### config.mk
export PLATFORM = sky130hd
export DESIGN_NAME = serial_adder_ctrl
export DESIGN_NICKNAME = d
export VERILOG_FILES = /design/src/rtl/serial_adder_ctrl.sv
export SDC_FILE = /design/constraint.sdc
export NUM_CORES = 1
export LEC_CHECK = 0
export CAP_MARGIN = 30
export CORE_ASPECT_RATIO = 1.4
export CORE_MARGIN = 2
export CORE_UTILIZATION = 47
export DETAILED_ROUTE_END_ITERATION = 16
export PLACE_DENSITY_LB_ADDON = 0.1
export SYNTH_ARGS = -nofsm -noshare
export SYNTH_HDL_FRONTEND = slang
export SYNTH_SLANG_ARGS = --single-unit
### constraint.sdc
create_clock -name clk -period 1.44 [get_ports clk]
set_clock_uncertainty 0.05 [all_clocks]
set_input_delay 0.288 -clock clk [delete_from_list [all_inputs] [get_ports clk]]
set_output_delay 0.288 -clock clk [all_outputs]
set_load 0.05 [all_outputs]
### src/rtl/serial_adder_ctrl.sv
// Bit-serial add/subtract sequencer driving one external 1-bit full adder, LSB first.
// Operands arrive and results leave over valid/ready handshakes.
module serial_adder_ctrl #(
    parameter int WIDTH = 8
) (
    input  logic             clk,
    input  logic             rst,
    input  logic             in_valid,
    output logic             in_ready,
    input  logic [WIDTH-1:0] op_a,
    input  logic [WIDTH-1:0] op_b,
    input  logic             op_cin,
    input  logic             op_sub,
    output logic             out_valid,
    input  logic             out_ready,
    output logic [WIDTH-1:0] result,
    output logic             cout,
    output logic             add_a,
    output logic             add_b,
    output logic             add_ci,
    input  logic             add_sum,
    input  logic             add_co,
    output logic [1:0]       dbg_state
);

    // Handshakes: a transfer happens on a rising edge where valid && ready.
    // in_ready is high only in IDLE, out_valid only in DONE.

    localparam int CW = $clog2(WIDTH);

    typedef enum logic [1:0] {
        IDLE = 2'd0,
        RUN  = 2'd1,
        DONE = 2'd2
    } state_t;

    state_t           state_q, state_d;
    logic [WIDTH-1:0] a_q, a_d;
    logic [WIDTH-1:0] b_q, b_d;
    logic [WIDTH-1:0] res_q, res_d;
    logic             carry_q, carry_d;
    logic             cout_q, cout_d;
    logic             out_valid_q, out_valid_d;
    logic [CW-1:0]    cnt_q, cnt_d;
    logic             last_bit;

    assign last_bit = (cnt_q == CW'(WIDTH - 1));

    always_comb begin
        state_d     = state_q;
        a_d         = a_q;
        b_d         = b_q;
        res_d       = res_q;
        carry_d     = carry_q;
        cout_d      = cout_q;
        out_valid_d = out_valid_q;
        cnt_d       = cnt_q;
        case (state_q)
            IDLE: begin
                if (in_valid) begin
                    a_d     = op_a;
                    b_d     = op_sub ? ~op_b : op_b;
                    carry_d = op_sub ? 1'b1 : op_cin;
                    res_d   = '0;
                    cout_d  = 1'b0;
                    cnt_d   = '0;
                    state_d = RUN;
                end
            end
            RUN: begin
                // Zeros shift into A/B, so the adder inputs are already 0 once all bits are used.
                res_d   = {add_sum, res_q[WIDTH-1:1]};
                a_d     = a_q >> 1;
                b_d     = b_q >> 1;
                carry_d = add_co;
                cnt_d   = cnt_q + 1'b1;
                if (last_bit) begin
                    cout_d      = add_co;
                    carry_d     = 1'b0;
                    cnt_d       = '0;
                    out_valid_d = 1'b1;
                    state_d     = DONE;
                end
            end
            DONE: begin
                if (out_ready) begin
                    out_valid_d = 1'b0;
                    state_d     = IDLE;
                end
            end
            default: begin
                out_valid_d = 1'b0;
                state_d     = IDLE;
            end
        endcase
    end

    always_ff @(posedge clk or posedge rst) begin
        if (rst) begin
            state_q     <= IDLE;
            a_q         <= '0;
            b_q         <= '0;
            res_q       <= '0;
            carry_q     <= 1'b0;
            cout_q      <= 1'b0;
            out_valid_q <= 1'b0;
            cnt_q       <= '0;
        end else begin
            state_q     <= state_d;
            a_q         <= a_d;
            b_q         <= b_d;
            res_q       <= res_d;
            carry_q     <= carry_d;
            cout_q      <= cout_d;
            out_valid_q <= out_valid_d;
            cnt_q       <= cnt_d;
        end
    end

    // Adder inputs come straight from flops so the external adder sees no glitches.
    assign add_a     = a_q[0];
    assign add_b     = b_q[0];
    assign add_ci    = carry_q;
    assign in_ready  = (state_q == IDLE) && !rst;
    assign out_valid = out_valid_q;
    assign result    = res_q;
    assign cout      = cout_q;
    assign dbg_state = state_q;

endmodule

==> flow_summary.yaml <==
logic_synthesis:
  ys.flop_type: "dfrtp_1"
  synth_edf_count: 0
  yosys_warnings: 0
  synth_cells: 135
  seq_area_frac_synth_pct: 53.92
  ys_ff_latch: 32
  synth_area_um2: 1485
  synthArstFlopShare_pct: 100.0
  synth_cell_types: 25
  syn_nets: 161
  avgSynthCellArea_um2: 11.00
global_routing:
  antenna_found_initial: 0
  grt_overflow: 0
  track_usage_pct: 20.47
  grt_pass1_vias: 1257
  grt_pass1_wl_um: 5678
  grt_max_degree: 26
power:
  p_clk_share_pct: 16.3
  max-vdd-ir-drop_uv: 1148
  combPwrFrac_pct: 52.5
  internal_power_w: 0.003155
  total_leakage_power_nw: 1.086
  switchingPower_w: 0.001941
  switching_share_pct: 38.08
  seq_power_share_pct: 31.2
  power.density_nw_per_um2: 2155
layout:
  ff_latch_area_um2: 803.3
  post-route-util_pct: 77.21
  layout-drive-gt1-share_pct: 27.23
  area_growth_pct: 59.23
  nets: 216
  antennaDiodeCount: 0
  fillers: 216
  multi_input_area_um2: 655.6
detailed_routing:
  dr_wl_met2_um: 1846
  wl_um: 3336
  dr.pass1.iters: 4
  drc: 0
  dr.max_layer_used: "met4"
  vias: 1217
  wl_per_cell_um: 14.50
  m1WireLength_um: 1331
  dr_wl_met3_um: 116
  drt_iter0_drc: 16
  vias_per_cell: 5.291
  ant_nets: 0
setup_path:
  endpoint: "in_ready"
  cpPeakStageDelay_ps: 420
  critPathArrivalTime_ps: 1170
  r2r_start: "dbg_state[0]"
  cp_common_cell: "buf_12"
  path_class: "flip-flop to output port"
  r2r_cells: 4
  cp.required_ps: 1100
  timing.rr.end: "b_q[3]"
  critPathMaxFanout: 20
  crit_family: "flip-flops"
  slowest_stage: "dfrtp_2"
  cp-startpoint: "dbg_state[0]"
  crit_cells: 3
  crit_path_end_kind: "output port"
  worst_setup_path_start_kind: "flip-flop"
  r2r_setup_slack_ps: 20
  path_cells: "buf_12 > nor3_4 > buf_12"
  worst-path-buf-inv: 2
placement:
  dpl.hpwl_um: 2460
  port_buffers: 39
  gp_congestion: 0.7569
hold_path:
  hp-class: "flip-flop to flip-flop"
floorplanning:
  rows: 24
  die_h_um: 70.51
  die_area_um2: 3632
  start_util_pct: 48.49
  io_pins: 40
  die-width_um: 51.51
  core_um2: 3063
clock_network:
  cts_tree: "done"
  htreeDepth: 2
  clk_pin_slew_ps: 60
  clk_latency_ps: 280
  clk_path_buf_depth: 2
  numCtsBuffers: 5
  root_buffer: "clkbuf_8"
  clock-sinks: 32
  postCtsHoldBufs: 0
timing:
  hold_viol: 0
  slew_viol_final: 0
  max_freq_mhz: 662.5
  rsz0062_at_grt: "true"
  period_needed_ps: 1510
  finalCritPeriodShare_pct: 104.8
  final.setup.worst_slack_ps: -69.52
  maxSlewHeadroom_pct: 79.69
  tightest_slew_ps: 304.7
  finalSetupViolCount: 1
  setup_tns_ps: -69.52
status:
  status: "finished, violations left"
  violations: "setup timing"
job:
  maxCapViolations: 0
-- repair_timing --
action | 4_1_cts | 5_1_grt
buffers inserted | 2 | 2
resized for setup | 2 | 5
endpoints found under the setup margin | 9 | 13
endpoints found under the hold margin | 0 | 0
pin swaps | 0 | 3
cloned | 0 | 1
-- synth_stat cells, drive strengths merged (2+ instances only) --
library cell	number	area [µm²]
and3b	7	61.31
dfrtp	32	800.8
nor2	10	37.54
ha	2	25.02
xnor2	8	70.07
a21oi	9	45.04
inv	2	7.510
nand2	13	48.80
o21ai	12	60.05
a22o	11	96.34
a221o	7	70.07
mux2i	2	20.02
buf	10	55.05
-- flip-flops by register name (all words and copies together) (netlist names) --
register,cells
cnt_q,3
add_ci,1
a_q,8
dbg_state,2
out_valid,1
cout,1
b_q,8
result,8
-- power groups by stage --
stage	registers, W	clock network (W)	logic [W]
after floorplan	0.00205	0	0.000883
after global placement	0.00160	0	0.00244
after detailed placement	0.00162	0	0.00251
after CTS	0.00159	0.000846	0.00257
after global routing	0.00164	0.000890	0.00284
final	0.00159	0.000832	0.00267
-- worst register-to-register path: stages, from the launching register on --
cell and delay, ps:
dfrtp_2 420, buf_4 180, or3b_4 470, nor2_1 140, a221o_1 110
-- metal layers --
layer  track usage, %  vias to the layer above
li1                 -                      597
met1            25.07                      587
met2            34.90                       27
met3            4.915                        6
met4            6.725                        0
met5                0                        -
-- area by class of cell --
cell class                      instances  area share, %
Multi-Input combinational cell         91          27.72
Clock inverter                          2          1.481
Inverter                                2         0.3175
Clock buffer                            6          3.069
Tap cell                               39          2.063
Sequential cell                        32          33.97
Timing Repair Buffer                   58          31.38
-- per-stage QoR --
step | area, µm² | std cells | hold slack (ps) | total power [W] | setup WS (ps)
finish | 2365 | 230 | 442.9 | 0.005096 | -69.52
floorplan | 1521 | 135 | 354.1 | 0.002937 | -195.4
global placement | 2190 | 217 | 413.6 | 0.004035 | -287.3
detailed placement | 2190 | 217 | 433.7 | 0.004135 | -378.7
global route | 2365 | 230 | 476.3 | 0.005369 | -99.64
CTS | 2313 | 227 | 448.3 | 0.005009 | -79.48
-- cell usage in the layout (no fill, tap or decap), types with 2 or more instances in the layout --
cell type | netlist | routed
a22o_1 | 11 | 11
o21ai_0 | 11 | 10
nand2_1 | 13 | 13
a221o_1 | 7 | 7
a21oi_1 | 9 | 9
xnor2_1 | 8 | 8
clkbuf_8 | 0 | 5
clkdlybuf4s50_1 | 0 | 22
dfrtp_1 | 32 | 30
ha_1 | 2 | 2
dfrtp_2 | 0 | 2
buf_4 | 2 | 15
o21ai_1 | 1 | 2
inv_1 | 2 | 2
buf_12 | 0 | 20
nor2_1 | 10 | 8
mux2i_1 | 2 | 2
and3b_1 | 7 | 7
-- how the worst min path moves through the flow --
stage	start	to	slack (ps)	depth (start not counted)
2_1_floorplan	rst	a_q[0]	350	1
3_3_place_gp	a_q[1]	a_q[1]	410	2
3_5_place_dp	a_q[5]	a_q[5]	430	2
4_1_cts	a_q[2]	a_q[2]	450	2
5_1_grt	a_q[2]	a_q[2]	480	2
6_report	a_q[2]	a_q[2]	440	2
-- cell families (layout without fill, tap and decap cells) --
group / count (synthesis) / in the layout / share of synthesized area, %
AOI/OAI and AO/OA: 44 / 45 / 22.07
and+or+nand+nor: 34 / 34 / 11.80
DFF: 32 / 32 / 53.92
buffers and inverters: 13 / 68 / 4.465
xor gates and xnor gates: 8 / 8 / 4.718
adders and majority gates: 2 / 2 / 1.685
muxes: 2 / 2 / 1.348
No activity file was read; power rests on OpenSTA's default activity.
